### src/rtl/pc_sequencer_pkg.sv
// Shared constants and state encoding for the fetch PC sequencer.
package pc_sequencer_pkg;

    localparam logic [31:0] RESET_PC_DEF = 32'h0000_3000;
    localparam logic [31:0] EXC_VEC_DEF  = 32'h0000_4180;
    localparam logic [31:0] PC_STEP      = 32'd4;

    typedef enum logic {
        RUN  = 1'b0,
        PEND = 1'b1
    } state_t;

endpackage

### src/rtl/pc_sequencer_inc.sv
// 32-bit +4 incrementer; wraps modulo 2^32 with no carry out.
module pc_sequencer_inc
    import pc_sequencer_pkg::*;
(
    input  logic [31:0] a,
    output logic [31:0] y
);

    assign y = a + PC_STEP;

endmodule

### src/rtl/pc_sequencer.sv
// Fetch PC register with next-PC selection, stall hold and deferred redirect.
module pc_sequencer
    import pc_sequencer_pkg::*;
#(
    parameter logic [31:0] RESET_PC = RESET_PC_DEF,
    parameter logic [31:0] EXC_VEC  = EXC_VEC_DEF
) (
    input  logic        clk,
    input  logic        reset,
    input  logic        stall,
    input  logic        br_taken,
    input  logic [31:0] br_target,
    input  logic        jmp_valid,
    input  logic [31:0] jmp_target,
    input  logic        exc_req,
    input  logic        eret_req,
    input  logic [31:0] epc,
    output logic [31:0] pc,
    output logic [31:0] pc_plus4,
    output logic [31:0] pc_plus8,
    output logic        redirect_pending,
    output logic        pc_adel
);

    state_t      state;
    logic [31:0] pend_target;

    pc_sequencer_inc u_inc4 (
        .a (pc),
        .y (pc_plus4)
    );

    // Link address for jal/jalr comes from chaining a second incrementer.
    pc_sequencer_inc u_inc8 (
        .a (pc_plus4),
        .y (pc_plus8)
    );

    // CP0 redirects override stall; a D-stage redirect during stall is parked.
    always_ff @(posedge clk or posedge reset) begin
        if (reset) begin
            pc          <= RESET_PC;
            state       <= RUN;
            pend_target <= '0;
        end else if (exc_req) begin
            pc    <= EXC_VEC;
            state <= RUN;
        end else if (eret_req) begin
            pc    <= epc;
            state <= RUN;
        end else if (stall) begin
            if (br_taken || jmp_valid) begin
                pend_target <= jmp_valid ? jmp_target : br_target;
                state       <= PEND;
            end
        end else if (jmp_valid) begin
            pc    <= jmp_target;
            state <= RUN;
        end else if (br_taken) begin
            pc    <= br_target;
            state <= RUN;
        end else if (state == PEND) begin
            pc    <= pend_target;
            state <= RUN;
        end else begin
            pc <= pc_plus4;
        end
    end

    assign redirect_pending = (state == PEND);
    assign pc_adel          = (pc[1:0] != 2'b00);

endmodule

### config.mk
export PLATFORM = sky130hd
export DESIGN_NAME = pc_sequencer
export DESIGN_NICKNAME = d
export VERILOG_FILES = /design/src/rtl/pc_sequencer_pkg.sv /design/src/rtl/pc_sequencer_inc.sv /design/src/rtl/pc_sequencer.sv
export SDC_FILE = /design/constraint.sdc
export NUM_CORES = 1
export LEC_CHECK = 0
export BUFFER_PORTS_ARGS = -buffer_cell sky130_fd_sc_hd__buf_2
export CAP_MARGIN = 40
export CORE_MARGIN = 1.5
export CORE_UTILIZATION = 51
export CTS_CLUSTER_DIAMETER = 40
export DETAILED_ROUTE_END_ITERATION = 16
export PLACE_DENSITY = 0.82
export SLEW_MARGIN = 40
export SYNTH_ARGS = -nofsm -noshare
export SYNTH_HDL_FRONTEND = slang
export SYNTH_HIERARCHICAL = 1
export SYNTH_SLANG_ARGS = --single-unit
### constraint.sdc
create_clock -name clk -period 3.3 [get_ports clk]
set_input_delay 0.66 -clock clk [delete_from_list [all_inputs] [get_ports clk]]
set_output_delay 0.66 -clock clk [all_outputs]
set_load 0.02 [all_outputs]
---- Word-level counts from Yosys, hierarchy flattened ----
Cells that the tools add are included.
storage, ports and cells
  bits in registers ....................... 65
  bits of input ports ..................... 103
  output and inout port bits .............. 98
  logic and storage cells ................. 23
operators by class
  $add $sub $neg .......................... 2
  eq/ne operators ......................... 2
  muxes and demuxes ....................... 11
  bitwise logic cells ..................... 2
  reductions and logical operators ........ 3
operators with widths
  cell                                                                      count
  32-bit two-way mux                                                        7
  32-bit by 3-bit adder with 32-bit output (second input constant)          2
  1-bit two-way mux                                                         4
  4-bit by 1-bit inequality test with 1-bit output (second input constant)  1
  4-bit AND reduction                                                       1
  3-bit by 1-bit inequality test with 1-bit output (second input constant)  1
  1-bit inverter                                                            2
  2-bit nonzero test                                                        1
  1-bit logical OR                                                          1

---- Logic depth before layout (Yosys ltp) ----
  depth after elaboration ................. 7
  gate-level depth with buffers ........... 9
  depth with buffers taken out ............ 9

---- Cells and area by module ----
The synthesis kept the hierarchy.
modules (own cells, without submodules)
  module            times used  cells each  area each (µm²)  seq. area each (µm²)
  pc_sequencer      1           438         4423.0           1629.1
  pc_sequencer_inc  2           83          580.6            0.0

---- Worst setup path before layout ----
OpenSTA, ideal clock, no wires.
  path kind ............................... flip-flop to output port
  start ................................... register pc[2]
  end ..................................... output port pc_plus8[24]
  data arrival time ....................... 3.234 ns
  required time ........................... 2.640 ns
  slack ................................... -0.594 ns
  cell stages (with the launch flop) ...... 10
  path buffers ............................ 0
  cell sequence ........................... dfrtp_1 > ha_1 > nand3_1 > nor2_1 > and4_2 > xor2_1 > nand4_2 > nor4_4 > nand4_1 > xnor2_1
on the way
  cells in the longest elaborated chain, start to end .. 2
RTL lines
  item                                      line                   text
  start, declared                           pc_sequencer.sv:18     output logic [31:0] pc,
  start signal, assigned                    pc_sequencer.sv:49     pc <= epc;
  start signal, assigned                    pc_sequencer.sv:57     pc <= jmp_target;
  start signal, assigned                    pc_sequencer.sv:60     pc <= br_target;
  32-bit by 3-bit adder with 32-bit output  pc_sequencer_inc.sv:9  assign y = a + PC_STEP;
  via pc_plus4[12]                          pc_sequencer.sv:19     output logic [31:0] pc_plus4,
  32-bit by 3-bit adder with 32-bit output  pc_sequencer_inc.sv:9
  end, declared                             pc_sequencer.sv:20     output logic [31:0] pc_plus8,
The timed path passes the listed nets, and every way through them passes these cells.

---- Worst setup path in the final report ----
  start ................................... register pc[12]
  end ..................................... output port pc_plus8[28]
on the way
  cells in the longest elaborated chain, start to end .. 2
RTL lines
  item                                                    line
  32-bit by 3-bit adder with 32-bit output (2 in series)  pc_sequencer_inc.sv:9
Every way passes these cells.

==> metrics.cfg <==
[run_status]
status=finished, violations left
violations=setup timing

[synth]
postSynthAreaPerCell_um2=9.25
netlist_area_um2=5580
yosys-top-cells-area=dfrtp_1 (28%), mux2i_1 (11%), xnor2_1 (6.6%)
ys_seq_area_frac=0.292
synth_most_common_cell=o21ai_0
synth-main-ff-cell=dfrtp_1
synth_cells=604
ys_types=51
syn_nets=709
synth_top_cell_area_share=0.282
synth-seq-cells=65
synthTopCellsByCount=o21ai_0 (65), dfrtp_1 (63), mux2i_1 (63)
yosys_warnings=6
synthArstFlopShare=1.00
synth-edff-count=0
synth_top_area_cell=dfrtp_1

[floorplanning]
io_pins=201
initial_core_util=0.520
dieArea_um2=11600
die_y_um=108
core_region_area_um2=10700
num_rows=38
die_width_um=108

[critical_path]
worstPathRequired_ns=2.64
cp.arrival_ns=2.95
path_cells=nand4_4, buf_6, nor4_4, buf_6, buf_4, nand2_2, xnor2_2, nand4_1, nor3_4, nand4_1, xnor2_2, buf_4
reg2regPathDepth=10
crit_slowest_cell=dfstp_2
r2r-start=pc[4]
start_kind=register
worst_setup_path_end_kind=output port
r2r_slack_ns=0.75
startpoint=pc[12]
crit_path_end=pc_plus8[28]
slowest_delay_ns=0.56
r2r-end=pc[29]
worstPathMaxFanout=4
crit_type=register to output port

[detailed_routing]
routedWlPerCell_um=19.9
drc=0
wl_um=19800
viasPerCell=6.22
drt_iter0_drc=492
dr.pass1.iters=6
ant_nets=0
vias=6185

[finish]
area_growth_pct=42.4
finalNetCount=955
postLayoutCoreUtil=0.740
diodes=0
drive_gt1_frac=0.478

[cts]
cts_max_level=3
cts_tree=yes
cts.sinks=65
clk_transition_reported_paths_ns=0.08
cts.path.max_buffers=2
cts_root_buffer=clkbuf_8
cts_buffers=9
clock_latency_ns=0.35

[timing]
period_needed_ns=3.61
rsz0062_at_grt=yes
fin_ws_ns=-0.315
worstMarginPinSlew_ns=0.900
max_freq_mhz=277
finalClockSkew_ns=0.0124
hold_violations=0
slew_headroom=0.400
setup_violations=16
fin_crit_sh=1.10
slew_viol_final=0
hold_ws_ns=0.389

[grt]
grt_max_degree=63
grt_usage=0.343
antenna_found_initial=0
grt_pass1_vias=6110
grt_pass1_wl_um=30700
overflow=0

[pwr]
max-vdd-ir-drop_uv=235
power_density_nw_per_um2=342
p_leak_uw=0.00372

[job]
drv_cap=0

[place]
dp_hpwl_um=13700
gp_congestion=0.917
port_buffers=200

[min_path]
min_path_type=input pin to async pin

-- flip-flops by register name (all words and copies together) (netlist names) --
| register | count |
|---|---|
| redirect_pending | 1 |
| pend_target | 32 |
| pc | 32 |
-- final cells by class --
| cell class | instances | area, µm² |
|---|---|---|
| timing repair buffer | 286 | 1770 |
| inverter | 5 | 20.0 |
| clock buffer | 11 | 131 |
| fill | 767 | 2790 |
| sequential | 65 | 1640 |
| multi-input combinational | 483 | 4160 |
| clock inverter | 5 | 58.8 |
| tap | 140 | 175 |
-- layer usage --
metal  global-route usage  vias up  part of all wire
met5                    0        -                 0
met4                0.143        0             0.027
met3               0.0484       65             0.094
met2                0.580      393              0.49
met1                0.440     3012              0.39
li1                     -     2715                 -
-- cell usage in the layout, fill, tap and decap left out, types with 9 or more instances in the layout --
cell type / n
buf_6: 11
nand3_1: 10
mux2i_1: 63
a2111oi_2: 13
nand2_1: 21
dfrtp_1: 55
nand4_1: 18
nor2_1: 13
buf_4: 90
xnor2_2: 27
nand3_2: 9
nor2b_1: 52
nor3b_1: 26
xnor2_1: 11
o21bai_1: 26
o21ai_0: 64
clkbuf_8: 9
a22o_1: 26
buf_2: 182
-- stage by stage --
step	power [µW]	std cells	cell area, µm²	setup TNS [ns]	worst slack (ns)
6_report	2720	995	7950	-2.70	-0.315
5_1_grt	2840	995	7950	-4.78	-0.401
4_1_cts	2700	992	7900	-1.17	-0.172
3_5_place_dp	1990	960	7370	-0.0204	-0.0168
3_3_place_gp	1950	958	7340	0	0.102
2_1_floorplan	1610	604	5940	-2.03	-0.262
-- logic make-up (layout without fill, tap and decap cells) --
| logic type | count (synthesis) | in the layout | share of synthesized area |
|---|---|---|---|
| AOI/OAI and AO/OA | 158 | 158 | 0.210 |
| xor gates and xnor gates | 56 | 56 | 0.0878 |
| adders and majority gates | 2 | 2 | 0.00448 |
| buffers and inverters | 56 | 307 | 0.0598 |
| DFF | 65 | 65 | 0.292 |
| muxes | 66 | 66 | 0.119 |
| and+or+nand+nor | 201 | 201 | 0.227 |
-- report_power, final --
part           total (µW)  switching, µW  internal, µW  leakage, µW
clock network         688            338           350    0.0000895
logic                1030            590           442      0.00283
registers            1000           90.7           910     0.000807
-- how the worst min path moves through the flow --
stage          cells past startpoint            start  slack [ns]              end
2_1_floorplan                      2   pend_target[0]        0.47   pend_target[0]
3_5_place_dp                       2  pend_target[14]        0.50  pend_target[14]
3_3_place_gp                       2  pend_target[20]        0.49  pend_target[20]
4_1_cts                            2            reset        0.49            pc[1]
6_report                           2            reset        0.39            pc[1]
5_1_grt                            2            reset        0.43   pend_target[0]
-- critical path, delay by kind of cell, from the launching register on --
kind | cells | cell delay (ns)
buffers and inverters | 4 | 0.58
DFF | 1 | 0.56
xor gates and xnor gates | 2 | 0.39
and+or+nand+nor | 6 | 1.09
-- what timing repair did --
action | in CTS | in global routing
setup endpoints to repair | 21 | 21
setup buffers | 17 | 3
pin swaps | 28 | 7
gates resized for setup | 53 | 6
hold buffers | 0 | 0
(Power assumes the default switching activity.)
